===== config.mk =====
export PLATFORM = sky130hd
export DESIGN_NAME = readout_seq_t4
export DESIGN_NICKNAME = d
export VERILOG_FILES = /design/src/rtl/readout_pkg.sv /design/src/rtl/ro_phase_timer.sv /design/src/rtl/readout_seq_t4.sv
export SDC_FILE = /design/constraint.sdc
export NUM_CORES = 1
export LEC_CHECK = 0
export CAP_MARGIN = 20
export CORE_MARGIN = 4
export CORE_UTILIZATION = 52
export CTS_BUF_LIST = sky130_fd_sc_hd__clkbuf_16
export DETAILED_ROUTE_END_ITERATION = 12
export PLACE_DENSITY = 0.79
export RECOVER_POWER = 50
export SLEW_MARGIN = 40
export SYNTH_ARGS = -nofsm -noshare
export SYNTH_HDL_FRONTEND = slang
export SYNTH_HIERARCHICAL = 1
export SYNTH_SLANG_ARGS = --single-unit

===== constraint.sdc =====
create_clock -name CLKM -period 5.8 [get_ports CLKM]
set_clock_uncertainty 0.2 [all_clocks]
set_input_delay 1.16 -clock CLKM [delete_from_list [all_inputs] [get_ports CLKM]]
set_output_delay 1.16 -clock CLKM [all_outputs]
set_load 0.02 [all_outputs]

===== src/rtl/readout_pkg.sv =====
// Shared definitions for the T4 readout sequencer and its exposure-side partner.
// Holds the readout state encoding and the default array geometry.
package readout_pkg;

  localparam int NUM_ROW_DEF = 320;
  localparam int ROW_AW_DEF  = 9;
  localparam int CNT_W_DEF   = 32;

  typedef enum logic [2:0] {
    S_IDLE   = 3'd0,
    S_ROWSET = 3'd1,
    S_SHR    = 3'd2,
    S_SHS    = 3'd3,
    S_CONV   = 3'd4,
    S_XFER   = 3'd5,
    S_NEXT   = 3'd6,
    S_DONE   = 3'd7
  } ro_state_e;

endpackage


===== src/rtl/ro_phase_timer.sv =====
// Loadable phase down-counter. A load of 0 is clamped to 1, so every phase
// lasts at least one cycle. tc_o is high while the count sits at 1, which is
// the last cycle of the phase that was loaded.
module ro_phase_timer
  import readout_pkg::*;
#(
  parameter int CNT_W = CNT_W_DEF
) (
  input  logic             clk,
  input  logic             rst_n,
  input  logic             load_i,
  input  logic [CNT_W-1:0] load_val_i,
  output logic             tc_o
);

  logic [CNT_W-1:0] cnt_q;
  logic [CNT_W-1:0] cnt_d;

  // Next count: load with clamp, otherwise count down and park at 1.
  always_comb begin
    cnt_d = cnt_q;
    if (load_i) begin
      cnt_d = (load_val_i == '0) ? CNT_W'(1) : load_val_i;
    end else if (cnt_q > CNT_W'(1)) begin
      cnt_d = cnt_q - CNT_W'(1);
    end
  end

  // Count register with synchronous active-low reset.
  always_ff @(posedge clk) begin
    if (!rst_n) cnt_q <= CNT_W'(1);
    else        cnt_q <= cnt_d;
  end

  assign tc_o = (cnt_q == CNT_W'(1));

endmodule


===== src/rtl/readout_seq_t4.sv =====
// T4 row-by-row readout sequencer.
// Accepts the trigger_i / re_busy frame handshake, then per row runs row
// select, reset sample, signal sample, ADC convert and a FIFO hand-off with
// backpressure. All outputs are registered and decoded from the next state.
// Optional feature: define RO_BLACK_ROW_EN to read a black-reference row at
// address NUM_ROW before rows 0..NUM_ROW-1 of every frame.
//
// state    | meaning
// S_IDLE   | waiting for trigger_i, re_busy low
// S_ROWSET | row select settling
// S_SHR    | reset-level sample/hold
// S_SHS    | signal-level sample/hold
// S_CONV   | ADC start on first cycle, then conversion wait
// S_XFER   | wait for FIFO room, then hand the row off
// S_NEXT   | advance row address or finish the frame
// S_DONE   | last readout cycle, row address cleared
module readout_seq_t4
  import readout_pkg::*;
#(
  parameter int NUM_ROW = NUM_ROW_DEF,
  parameter int ROW_AW  = ROW_AW_DEF,
  parameter int CNT_W   = CNT_W_DEF
) (
  input  logic              CLKM,
  input  logic              rst_n,
  input  logic              trigger_i,
  output logic              re_busy,
  output logic [ROW_AW-1:0] RO_ROWADD,
  output logic              ROW_SEL,
  output logic              SH_R,
  output logic              SH_S,
  output logic              ADC_START,
  output logic              row_valid,
  input  logic              fifo_afull,
  input  logic [CNT_W-1:0]  Trow_set,
  input  logic [CNT_W-1:0]  Tshr_w,
  input  logic [CNT_W-1:0]  Tshs_w,
  input  logic [CNT_W-1:0]  Tconv,
  output logic              frame_done
);

  localparam logic [ROW_AW-1:0] LAST_ROW  = ROW_AW'(NUM_ROW - 1);
`ifdef RO_BLACK_ROW_EN
  localparam logic [ROW_AW-1:0] BLACK_ROW = ROW_AW'(NUM_ROW);
`endif

  ro_state_e         state_q, state_d;
  logic [ROW_AW-1:0] rowadd_q, rowadd_d;
  logic [CNT_W-1:0]  t_rowset_q, t_shr_q, t_shs_q, t_conv_q;
  logic              re_busy_q, re_busy_d;
  logic              row_sel_q, row_sel_d;
  logic              sh_r_q, sh_r_d;
  logic              sh_s_q, sh_s_d;
  logic              adc_start_q, adc_start_d;
  logic              row_valid_q, row_valid_d;
  logic              frame_done_q, frame_done_d;

  logic              phase_load;
  logic [CNT_W-1:0]  phase_val;
  logic              phase_tc;

  ro_phase_timer #(.CNT_W(CNT_W)) u_phase_timer (
    .clk        (CLKM),
    .rst_n      (rst_n),
    .load_i     (phase_load),
    .load_val_i (phase_val),
    .tc_o       (phase_tc)
  );

  // State, row address, registered timings and registered outputs.
  always_ff @(posedge CLKM) begin
    if (!rst_n) begin
      state_q      <= S_IDLE;
      rowadd_q     <= '0;
      t_rowset_q   <= '0;
      t_shr_q      <= '0;
      t_shs_q      <= '0;
      t_conv_q     <= '0;
      re_busy_q    <= 1'b0;
      row_sel_q    <= 1'b0;
      sh_r_q       <= 1'b0;
      sh_s_q       <= 1'b0;
      adc_start_q  <= 1'b0;
      row_valid_q  <= 1'b0;
      frame_done_q <= 1'b0;
    end else begin
      state_q      <= state_d;
      rowadd_q     <= rowadd_d;
      t_rowset_q   <= Trow_set;
      t_shr_q      <= Tshr_w;
      t_shs_q      <= Tshs_w;
      t_conv_q     <= Tconv;
      re_busy_q    <= re_busy_d;
      row_sel_q    <= row_sel_d;
      sh_r_q       <= sh_r_d;
      sh_s_q       <= sh_s_d;
      adc_start_q  <= adc_start_d;
      row_valid_q  <= row_valid_d;
      frame_done_q <= frame_done_d;
    end
  end

  // Next-state decode; also picks the timer reload on entry to a timed phase.
  always_comb begin
    state_d = state_q;
    unique case (state_q)
      S_IDLE:   if (trigger_i)   state_d = S_ROWSET;
      S_ROWSET: if (phase_tc)    state_d = S_SHR;
      S_SHR:    if (phase_tc)    state_d = S_SHS;
      S_SHS:    if (phase_tc)    state_d = S_CONV;
      S_CONV:   if (phase_tc)    state_d = S_XFER;
      S_XFER:   if (!fifo_afull) state_d = S_NEXT;
      S_NEXT:   state_d = (rowadd_q == LAST_ROW) ? S_DONE : S_ROWSET;
      S_DONE:   state_d = S_IDLE;
      default:  state_d = S_IDLE;
    endcase

    phase_val = t_rowset_q;
    unique case (state_d)
      S_SHR:   phase_val = t_shr_q;
      S_SHS:   phase_val = t_shs_q;
      S_CONV:  phase_val = t_conv_q;
      default: phase_val = t_rowset_q;
    endcase
    phase_load = (state_d != state_q) &&
                 (state_d inside {S_ROWSET, S_SHR, S_SHS, S_CONV});
  end

  // Output and row-address decode from the next state.
  always_comb begin
    re_busy_d    = (state_d != S_IDLE);
    row_sel_d    = (state_d inside {S_ROWSET, S_SHR, S_SHS});
    sh_r_d       = (state_d == S_SHR);
    sh_s_d       = (state_d == S_SHS);
    adc_start_d  = (state_d == S_CONV) && (state_q != S_CONV);
    row_valid_d  = (state_q == S_XFER) && (state_d == S_NEXT);
    frame_done_d = (state_d == S_DONE);

    rowadd_d = rowadd_q;
    if (state_q == S_DONE) begin
      rowadd_d = '0;
    end else if (state_q == S_NEXT && state_d == S_ROWSET) begin
`ifdef RO_BLACK_ROW_EN
      rowadd_d = (rowadd_q == BLACK_ROW) ? '0 : rowadd_q + ROW_AW'(1);
`else
      rowadd_d = rowadd_q + ROW_AW'(1);
`endif
    end else if (state_q == S_IDLE && state_d == S_ROWSET) begin
`ifdef RO_BLACK_ROW_EN
      rowadd_d = BLACK_ROW;
`else
      rowadd_d = rowadd_q;
`endif
    end
  end

  assign re_busy    = re_busy_q;
  assign RO_ROWADD  = rowadd_q;
  assign ROW_SEL    = row_sel_q;
  assign SH_R       = sh_r_q;
  assign SH_S       = sh_s_q;
  assign ADC_START  = adc_start_q;
  assign row_valid  = row_valid_q;
  assign frame_done = frame_done_q;

endmodule


==> impl_metrics.tcl, run 1 <==
set metrics [dict create \
    synth_area_per_cell_um2 9.241 \
    grt_start_max_net_pins 150 \
    timing_worst_setup_path_type "reg -> reg" \
    timing_worst_slew_pin_value_ns 0.8191 \
    detailed_route_wire_length_per_cell_um 17.81 \
    switching_power_w 0.0009320 \
    gp_congestion 0.9895 \
    cts_setup_buffers 0 \
    detailedRoute.firstPassIterationCount 6 \
    dieArea_um2 17080 \
    hold_path.class "reg -> reg" \
    antenna_cells_inserted 0 \
    drive_above_1_share_pct 7.062 \
    synthesis.nets 982 \
    die_height_um 130.7 \
    clk_transition_reported_paths_ns 0.07 \
    fraction_of_the_mapped_netlist_area_in_compound_gates_pct 18.14 \
    post_route_clock_period_utilization_pct 90.90 \
    seq_power_share_pct 44.8 \
    final_util_pct 68.18 \
    totalWireLength_um 20680 \
    critical_path_peak_fanout 24 \
    syn-instance-count 847 \
    critical-path-slowest-cell "sky130_fd_sc_hd__or4_1" \
    final_net_count 1099 \
    max_slew_margin_pct 45.19 \
    final-max-slew-violation-count 0 \
    crit_arrival_ns 5.39 \
    global_route.overflow_total 0 \
    setup-tns-final_ns 0 \
    slowest_delay_ns 0.60 \
    synth_enable_flop_cells 0 \
    share_clk_of_total_power_pct 35.4 \
    final-setup-viol-count 0 \
    post_synth_mux_area_share_pct 0.1279 \
    clock_insertion_delay_worst_skew_ns 0.43 \
    initial_antenna_violation_count 0 \
    detail_route.vias_per_cell 5.858 \
    cellInternalPower_w 0.002149 \
    floorplan.core_area_um2 14640 \
    htree_num_levels 4 \
    grt_usage_pct 24.53 \
    worstSetupStartpointType "register" \
    initial_utilization_pct 53.45 \
    top_level_ports 148 \
    synth_top_family_by_area "simple AND/OR/NAND/NOR gates" \
    detailedPlacementHpwl_um 14900 \
    ys_async_sr_fraction_pct 0 \
    ys.warnings.count 6 \
    clock.fmax_mhz 189.7 \
    number_of_clock_sinks 179 \
    netSwitchingFraction_pct 30.25 \
    remaining_drc_errors 0 \
    worstSetupEndpointType "register" \
    core.rowCount 44 \
    yosys.area_share.adder_pct 0.6074 \
    yosys.cell_types.count 66 \
    count_of_state_elements_after_synthesis 179 \
    first_global_vias 6282 \
    run_status "finished clean" \
    p_leak_nw 3.786 \
    comb_power_share_pct 19.9 \
    ant_nets 0 \
    post_cts.resized_instances 0 \
    cts_hold_repair_buffers 0 \
    unrepaired_setup_endpoints_after_global_routing "no" \
    cts_buf_count 17 \
    via_count 6801 \
    data_required_critical_path_ns 5.92 \
    crit_path_cell_trace "or4_1, or4_1, or2_1, nor3_1, buf_4, nor2b_1, o21ai_4, buf_4, a211o_1, nand3_1, nor4_1, nand4_1, o21a_1, and2_1, o221a_2" \
    fin_total_pwr_w 0.003081 \
    die-width_um 130.7 \
    syn_area_um2 7828 \
    detail_route.iter0.violations 815 \
    area_delta_synth_final_pct 27.56 \
    io_buffers 147 \
    synthXorXnorAreaFrac_pct 1.566 \
    power.density_nw_per_um2 308.6 \
    cts_root_buffer "sky130_fd_sc_hd__clkbuf_16" \
    hold_viol 0 \
    cts_tree "yes" \
    max-clock-path-buffers 2 \
    post_synthesis_sequential_area_ratio_pct 45.78 \
    timing.max_cap.violations 0 \
    primary_flip_flop_cell_chosen_by_synthesis_mapping "sky130_fd_sc_hd__dfxtp_1" \
    synth-simple-area-share_pct 27.70 \
    grt_first_pass_wirelength_um 32850 \
    ir_drop_worst_vdd_mv 0.2218 \
    min_period_ns 5.272 \
]
critical path, delay by kind of cell (launching register included):
kind	cells	cell delay (ns)
compound gates	4	1.33
flops	1	0.35
buf+inv	2	0.52
simple gates	9	2.76
final cells by class:
| class | instances | area (um^2) |
|---|---|---|
| Clock buffer | 17 | 425.4 |
| Timing Repair Buffer | 165 | 1639 |
| Sequential cell | 179 | 3583 |
| Multi-Input combinational cell | 561 | 3819 |
| Tap cell | 184 | 230.2 |
| Fill cell | 1121 | 4659 |
| Clock inverter | 15 | 137.6 |
| Inverter | 40 | 150.1 |
cell usage after synthesis (24+ instances only):
master	count	share of area, %
sky130_fd_sc_hd__a211o_1	32	3.6
sky130_fd_sc_hd__a21boi_0	33	3.2
sky130_fd_sc_hd__a31oi_1	35	2.8
sky130_fd_sc_hd__and2_1	137	11
sky130_fd_sc_hd__clkbuf_1	44	2.1
sky130_fd_sc_hd__dfxtp_1	179	46
sky130_fd_sc_hd__inv_1	40	1.9
sky130_fd_sc_hd__nand2_1	26	1.2
sky130_fd_sc_hd__nand3_1	45	2.9
sky130_fd_sc_hd__nand4b_1	35	3.9
sky130_fd_sc_hd__nor2_1	24	1.2
sky130_fd_sc_hd__nor4_1	25	2.0
cell usage in the layout, fill, tap and decap left out, drive strengths merged, types with 10 or more instances in the layout:
master | Yosys | layout
nand2 | 26 | 26
a211o | 32 | 32
a21boi | 33 | 33
dfxtp | 179 | 179
clkbuf | 45 | 19
inv | 40 | 50
nor4 | 28 | 28
clkdlybuf4s50 | 0 | 146
nor2 | 24 | 24
a31oi | 35 | 35
o21ai | 19 | 19
and2 | 137 | 137
or3 | 12 | 12
buf | 22 | 17
nor3 | 10 | 10
nand3 | 45 | 45
a21oi | 14 | 14
nand4b | 35 | 35
xor2 | 11 | 11
layer usage:
metal | share of wire (%) | global-route usage (%)
met5 | 0 | 0
met1 | 48 | 36.34
met2 | 43 | 35.36
met4 | 2.1 | 7.683
met3 | 7.6 | 5.772
worst paths after layout:
| path | to | slack (ns) | cells past startpoint | start |
|---|---|---|---|---|
| max reg2reg | u_phase_timer/cnt_q[28] | 0.53 | 15 | u_phase_timer/cnt_q[23] |
| min | u_phase_timer/cnt_q[18] | 0.28 | 2 | u_phase_timer/cnt_q[18] |
| max | u_phase_timer/cnt_q[28] | 0.53 | 15 | u_phase_timer/cnt_q[23] |
| min reg2reg | u_phase_timer/cnt_q[18] | 0.28 | 2 | u_phase_timer/cnt_q[18] |
power groups by stage:
stage | clock network (W) | registers (W) | logic [W]
global placement | 0 | 0.00140 | 0.000589
detailed placement | 0 | 0.00140 | 0.000593
CTS | 0.00110 | 0.00138 | 0.000599
global route | 0.00116 | 0.00139 | 0.000661
finish | 0.00109 | 0.00138 | 0.000612
floorplan | 0 | 0.00138 | 0.000390
kinds of logic after synthesis:
kind of cell | after synthesis
adder cells (fa/ha/maj) | 4
flip-flops | 179
AO/OA/AOI/OAI | 188
multiplexers | 1
buffers and inverters | 107
XOR/XNOR | 14
AND/OR/NAND/NOR | 354
registers in the layout, indices dropped and copies added, names as in the netlist:
register and cells:
ADC_START 1, ROW_SEL 1, RO_ROWADD 9, SH_R 1
SH_S 1, frame_done 1, re_busy 1, row_valid 1
state_q 3, t_conv_q 32, t_rowset_q 32, t_shr_q 32
t_shs_q 32, u_phase_timer/cnt_q 32
stage by stage:
step / cell area (um^2) / hold slack, ns / setup slack, ns / cells
global route: 9985 / 0.3029 / 0.3255 / 1161
detailed placement: 9420 / 0.2656 / 0.6571 / 1129
finish: 9985 / 0.2775 / 0.5275 / 1161
CTS: 9983 / 0.2741 / 0.6274 / 1161
floorplan: 7828 / 0.2431 / 1.160 / 847
global placement: 9392 / 0.2586 / 0.7149 / 1128
(Power assumes the default switching activity.)
==> run 2: changes to the inputs <==
Settings changed: CTS_BUF_LIST sky130_fd_sc_hd__clkbuf_16 to unset.
==> run 2 against run 1 <==
  * The run now ends with max-capacitance violations, max-slew violations left
  * Combinational power hardly changed
  * Critical endpoint is now u_phase_timer/cnt_q[20]
  * Worst hold slack improved by 0.0016 ns
  * Wire length about the same
  * Global-route usage is essentially flat
  * Design area increased by 0.13%
  * Final cell count unchanged
  * Fmax grew 0.29%
  * Non-clock buffer count unchanged
==> impl_metrics.tcl, run 2 (synthesis gave the netlist of run 1 again) <==
set metrics [dict create \
    post-place-ws_ns 0.6571 \
    reg2reg_depth 15 \
    detailed_route_wire_length_per_cell_um 17.83 \
    cts_setup_buffers 0 \
    crit_arrival_ns 5.36 \
    switching_power_w 0.0009315 \
    commonest_non_fill_non_tap_cell_in_the_layout "sky130_fd_sc_hd__dfxtp_1" \
    max-clock-path-buffers 2 \
    initial_utilization_pct 53.45 \
    cts_tree "yes" \
    timing.max_cap.violations 1 \
    hold_path.class "reg -> reg" \
    initial_antenna_violation_count 0 \
    dieArea_um2 17080 \
    unrepaired_setup_endpoints_after_global_routing "no" \
    die-width_um 130.7 \
    crit_path_cell_trace "or4_1, or4_1, or2_1, nor3_1, buf_4, nor2b_1, o21ai_4, buf_4, a211o_1, nand3_1, nor4_1, nand4_1, o21a_1, and2_1, o221a_2" \
    area_delta_synth_final_pct 27.72 \
    cts_buf_count 17 \
    whs_path_depth 2 \
    via_count 6827 \
    final-max-slew-violation-count 150 \
    detail_route.vias_per_cell 5.880 \
    mostFrequentLayoutCells "179 x sky130_fd_sc_hd__dfxtp_1, 146 x sky130_fd_sc_hd__clkdlybuf4s50_1, 128 x sky130_fd_sc_hd__and2_1" \
    htree_num_levels 4 \
    comb_power_share_pct 19.9 \
    number_of_clock_sinks 179 \
    cellInternalPower_w 0.002166 \
    post_route_clock_period_utilization_pct 90.64 \
    critical_path_peak_fanout 24 \
    totalWireLength_um 20700 \
    global_route.overflow_total 0 \
    min_period_ns 5.257 \
    hold_viol 0 \
    ff2ff_setup_slack_ns 0.54 \
    final-setup-viol-count 0 \
    slowest_delay_ns 0.60 \
    floorplan.core_area_um2 14640 \
    core.rowCount 44 \
    clock_insertion_delay_worst_skew_ns 0.43 \
    worst-path-stages 15 \
    p_leak_nw 3.805 \
    netSwitchingFraction_pct 30.08 \
    ir_drop_worst_vdd_mv 0.2220 \
    r2r_end "u_phase_timer/cnt_q[20]" \
    drive_above_1_share_pct 7.165 \
    critical_path.startpoint "u_phase_timer/cnt_q[23]" \
    timing_worst_setup_path_type "reg -> reg" \
    top_level_ports 148 \
    die_height_um 130.7 \
    power.density_nw_per_um2 309.8 \
    final.setup.worst_slack_ns 0.5427 \
    worstReg2RegStart "u_phase_timer/cnt_q[23]" \
    data_required_critical_path_ns 5.91 \
    clk_transition_reported_paths_ns 0.07 \
    first_global_vias 6308 \
    share_clk_of_total_power_pct 35.6 \
    cts_hold_repair_buffers 0 \
    critical-path-top-delay-family "simple AND/OR/NAND/NOR gates" \
    seq_power_share_pct 44.5 \
    run_status "finished with violations" \
    detailedRoute.firstPassIterationCount 5 \
    critical-path-slowest-cell "sky130_fd_sc_hd__or4_1" \
    grt_first_pass_wirelength_um 32880 \
    antenna_cells_inserted 0 \
    worstSetupStartpointType "register" \
    remaining_drc_errors 0 \
    worstSetupEndpointType "register" \
    detailedPlacementHpwl_um 14900 \
    timing.critical_path.to "u_phase_timer/cnt_q[20]" \
    cts_root_buffer "sky130_fd_sc_hd__clkbuf_16" \
    max_slew_margin_pct -154.4 \
    io_buffers 147 \
    final.hold.worst_slack_ns 0.2791 \
    timing_worst_slew_pin_value_ns 3.816 \
    setup-tns-final_ns 0 \
    grt_usage_pct 24.57 \
    post_cts.resized_instances 0 \
    clock.fmax_mhz 190.2 \
    detail_route.iter0.violations 788 \
    grt_start_max_net_pins 150 \
    violated_checks "max-capacitance violations, max-slew violations" \
    gp_congestion 0.9895 \
    ant_nets 0 \
    final_net_count 1099 \
    critPathBufInv 2 \
]
-- run 2: worst min-delay path by stage --
| stage | startpoint | slack, ns | end |
|---|---|---|---|
| 6_report | u_phase_timer/cnt_q[18] | 0.28 | u_phase_timer/cnt_q[18] |
| 5_1_grt | u_phase_timer/cnt_q[18] | 0.30 | u_phase_timer/cnt_q[18] |
| 4_1_cts | u_phase_timer/cnt_q[18] | 0.27 | u_phase_timer/cnt_q[18] |
| 3_5_place_dp | u_phase_timer/cnt_q[18] | 0.27 | u_phase_timer/cnt_q[18] |
| 3_3_place_gp | u_phase_timer/cnt_q[21] | 0.26 | u_phase_timer/cnt_q[21] |
| 2_1_floorplan | u_phase_timer/cnt_q[21] | 0.24 | u_phase_timer/cnt_q[21] |
-- run 2: per-stage QoR --
step | util (%) | instances | power, W | instance area [um^2]
floorplan | - | 847 | 0.001774 | 7828
CTS | 68.24 | 1161 | 0.003096 | 9993
finish | 68.27 | 1161 | 0.003097 | 9997
detailed placement | 64.33 | 1129 | 0.001998 | 9420
global placement | 64.13 | 1128 | 0.001993 | 9392
global route | 68.27 | 1161 | 0.003228 | 9997
-- run 2: worst register-to-register path, delay by kind of cell (launching register included) --
family | cells | cell delay (ns)
AOI/OAI and AO/OA | 4 | 1.32
DFF | 1 | 0.35
and+or+nand+nor | 9 | 2.74
buffers and inverters | 2 | 0.53
-- run 2: power groups by stage --
stage               Sequential [W]  Combinational (W)  Clock [W]
finish                     0.00138           0.000615    0.00110
global route               0.00139           0.000664    0.00117
CTS                        0.00138           0.000600    0.00112
detailed placement         0.00140           0.000593          0
global placement           0.00140           0.000589          0
floorplan                  0.00138           0.000390          0
-- run 2: layout make-up --
cell class	instances	area, um^2
fill	1120	4647
multi-input combinational	561	3819
sequential	179	3583
timing repair buffer	165	1642
clock buffer	18	439.2
tap	184	230.2
inverter	40	150.1
clock inverter	14	133.9
-- run 2: routing by layer --
metal	part of all wire, %	track usage (%)
met1	47	36.12
met2	43	35.73
met3	8.0	5.528
met4	2.2	8.167
met5	0	0
==> run 3: changes to the inputs <==
Clock period 5.8 ns to 5.6 ns, I/O delays scaled along.
==> run 3 against run 2 <==
  * The flow still finishes with violations (max-capacitance violations, max-slew violations)
  * Largest power group unchanged
  * Via count is essentially flat
  * Die area unchanged
  * Worst setup slack worse by 0.13 ns
  * Highest routed layer unchanged
  * Critical endpoint unchanged
==> impl_metrics.tcl, run 3 (synthesis gave the netlist of run 1 again) <==
set metrics [dict create \
    run_status "finished with violations" \
    violated_checks "max-capacitance violations, max-slew violations" \
    core.rowCount 44 \
    clock_insertion_delay_worst_skew_ns 0.44 \
    clk_transition_reported_paths_ns 0.07 \
    ff2ff_setup_slack_ns 0.42 \
    detailed_route_wire_length_per_cell_um 17.88 \
    initial_antenna_violation_count 0 \
    cts_root_buffer "sky130_fd_sc_hd__clkbuf_16" \
    clock.fmax_mhz 192.9 \
    via_count 6833 \
    p_leak_nw 3.778 \
    final-max-slew-violation-count 81 \
    worstReg2RegStart "u_phase_timer/cnt_q[23]" \
    grt_first_pass_wirelength_um 32900 \
    reg2reg_depth 15 \
    min_period_ns 5.184 \
    multi_input_comb_area_um2 3831 \
    critical_path_peak_fanout 27 \
    cts_hold_repair_buffers 0 \
    max_slew_margin_pct -60.69 \
    setup-tns-final_ns 0 \
    die-width_um 130.7 \
    grt_start_max_net_pins 81 \
    cts_tree "yes" \
    final-setup-viol-count 0 \
    post_cts.resized_instances 0 \
    gp_congestion 0.8997 \
    hold_path.class "reg -> reg" \
    remaining_drc_errors 0 \
    global_route.overflow_total 0 \
    crit_path_cell_trace "or4_1, or4_1, or2_1, nor3_1, buf_4, a21boi_0, o21ai_4, buf_4, nand4b_1, nand3_1, nor4_1, nand4_1, o21a_1, and2_1, o221a_2" \
    fill_cell_total_of_the_finished_layout 1136 \
    unrepaired_setup_endpoints_after_global_routing "no" \
    data_required_critical_path_ns 5.73 \
    fin_total_pwr_w 0.003241 \
    timing.critical_path.to "u_phase_timer/cnt_q[20]" \
    detail_route.vias_per_cell 5.865 \
    totalWireLength_um 20830 \
    dieArea_um2 17080 \
    timing.max_cap.violations 1 \
    critical_path.startpoint "u_phase_timer/cnt_q[23]" \
    slowest_delay_ns 0.55 \
    post_route_clock_period_utilization_pct 92.58 \
    max-clock-path-buffers 2 \
    number_of_clock_sinks 179 \
    cts_setup_buffers 0 \
    final_util_pct 68.48 \
    ir_drop_worst_vdd_mv 0.2264 \
    crit_arrival_ns 5.32 \
    hold_viol 0 \
    regArea_um2 3583 \
    first_global_vias 6379 \
    ant_nets 0 \
    drive_above_1_share_pct 7.543 \
    top_level_ports 148 \
    detailedRoute.firstPassIterationCount 5 \
    grt_usage_pct 24.66 \
    worstSetupStartpointType "register" \
    die_height_um 130.7 \
    htree_num_levels 4 \
    timing_worst_setup_path_type "reg -> reg" \
    r2r_end "u_phase_timer/cnt_q[20]" \
    antenna_cells_inserted 0 \
    detailedPlacementHpwl_um 15020 \
    cts_buf_count 17 \
    detail_route.iter0.violations 635 \
    timing_worst_slew_pin_value_ns 2.410 \
    commonest_non_fill_non_tap_cell_in_the_layout "sky130_fd_sc_hd__dfxtp_1" \
    power.density_nw_per_um2 323.2 \
    mostFrequentLayoutCells "179 x sky130_fd_sc_hd__dfxtp_1, 146 x sky130_fd_sc_hd__clkdlybuf4s50_1, 89 x sky130_fd_sc_hd__and2_1" \
    initial_utilization_pct 53.45 \
    final_net_count 1103 \
    critical-path-slowest-cell "sky130_fd_sc_hd__or4_1" \
    worstSetupEndpointType "register" \
    floorplan.core_area_um2 14640 \
    area_delta_synth_final_pct 28.12 \
    io_buffers 147 \
]
==> run 3: cell count changes in the layout (fill, tap and decap cells not counted), moves of 3 or more <==
| cell | delta |
|---|---|
| sky130_fd_sc_hd__clkinv_8 | +3 |
| sky130_fd_sc_hd__inv_6 | -6 |
| sky130_fd_sc_hd__and2_0 | +39 |
| sky130_fd_sc_hd__buf_4 | +5 |
| sky130_fd_sc_hd__and2_1 | -39 |
==> run 3: worst min path at each step <==
| stage | start | end | slack [ns] | cells after the start |
|---|---|---|---|---|
| floorplan | u_phase_timer/cnt_q[21] | u_phase_timer/cnt_q[21] | 0.24 | 2 |
| global placement | u_phase_timer/cnt_q[18] | u_phase_timer/cnt_q[18] | 0.26 | 2 |
| detailed placement | u_phase_timer/cnt_q[21] | u_phase_timer/cnt_q[21] | 0.27 | 2 |
| CTS | u_phase_timer/cnt_q[21] | u_phase_timer/cnt_q[21] | 0.28 | 2 |
| global route | u_phase_timer/cnt_q[18] | u_phase_timer/cnt_q[18] | 0.30 | 2 |
| finish | u_phase_timer/cnt_q[18] | u_phase_timer/cnt_q[18] | 0.29 | 2 |
==> run 3: final cells by class <==
cell class | instances | area share (%)
Timing Repair Buffer | 169 | 16.36
Sequential cell | 179 | 35.73
Tap cell | 184 | 2.296
Clock buffer | 18 | 4.279
Inverter | 40 | 1.497
Multi-Input combinational cell | 561 | 38.20
Clock inverter | 14 | 1.634
==> run 3: per-layer routing <==
| metal | vias to the layer above | wire length [um] | share of wire (%) | GRT usage (%) |
|---|---|---|---|---|
| li1 | 3283 | - | - | - |
| met1 | 3187 | 9421 | 45 | 35.34 |
| met2 | 332 | 9298 | 45 | 36.60 |
| met3 | 31 | 1745 | 8.4 | 6.057 |
| met4 | 0 | 365 | 1.8 | 8.106 |
| met5 | - | 0 | 0 | 0 |
==> run 3: critical path, delay by kind of cell, from the launching register on <==
kind,cells,cell delay (ns)
and+or+nand+nor,9,2.64
buffers and inverters,2,0.56
DFF,1,0.34
AOI/OAI and AO/OA,4,1.32
==> run 3: where the power goes <==
group | leakage [nW] | internal, W | switching (W)
registers | 1.48 | 0.00136 | 0.0000668
clock network | 0.286 | 0.000600 | 0.000567
logic | 2.01 | 0.000276 | 0.000369
==> run 3: per-stage QoR <==
stage	hold slack, ns	std cells	area, um^2	setup WS [ns]
after floorplan	0.2431	847	7828	0.9600
after global placement	0.2585	1133	9417	0.6302
after detailed placement	0.2692	1133	9434	0.5449
after CTS	0.2800	1165	10030	0.4501
after global routing	0.2986	1165	10030	0.1421
final	0.2866	1165	10030	0.4158
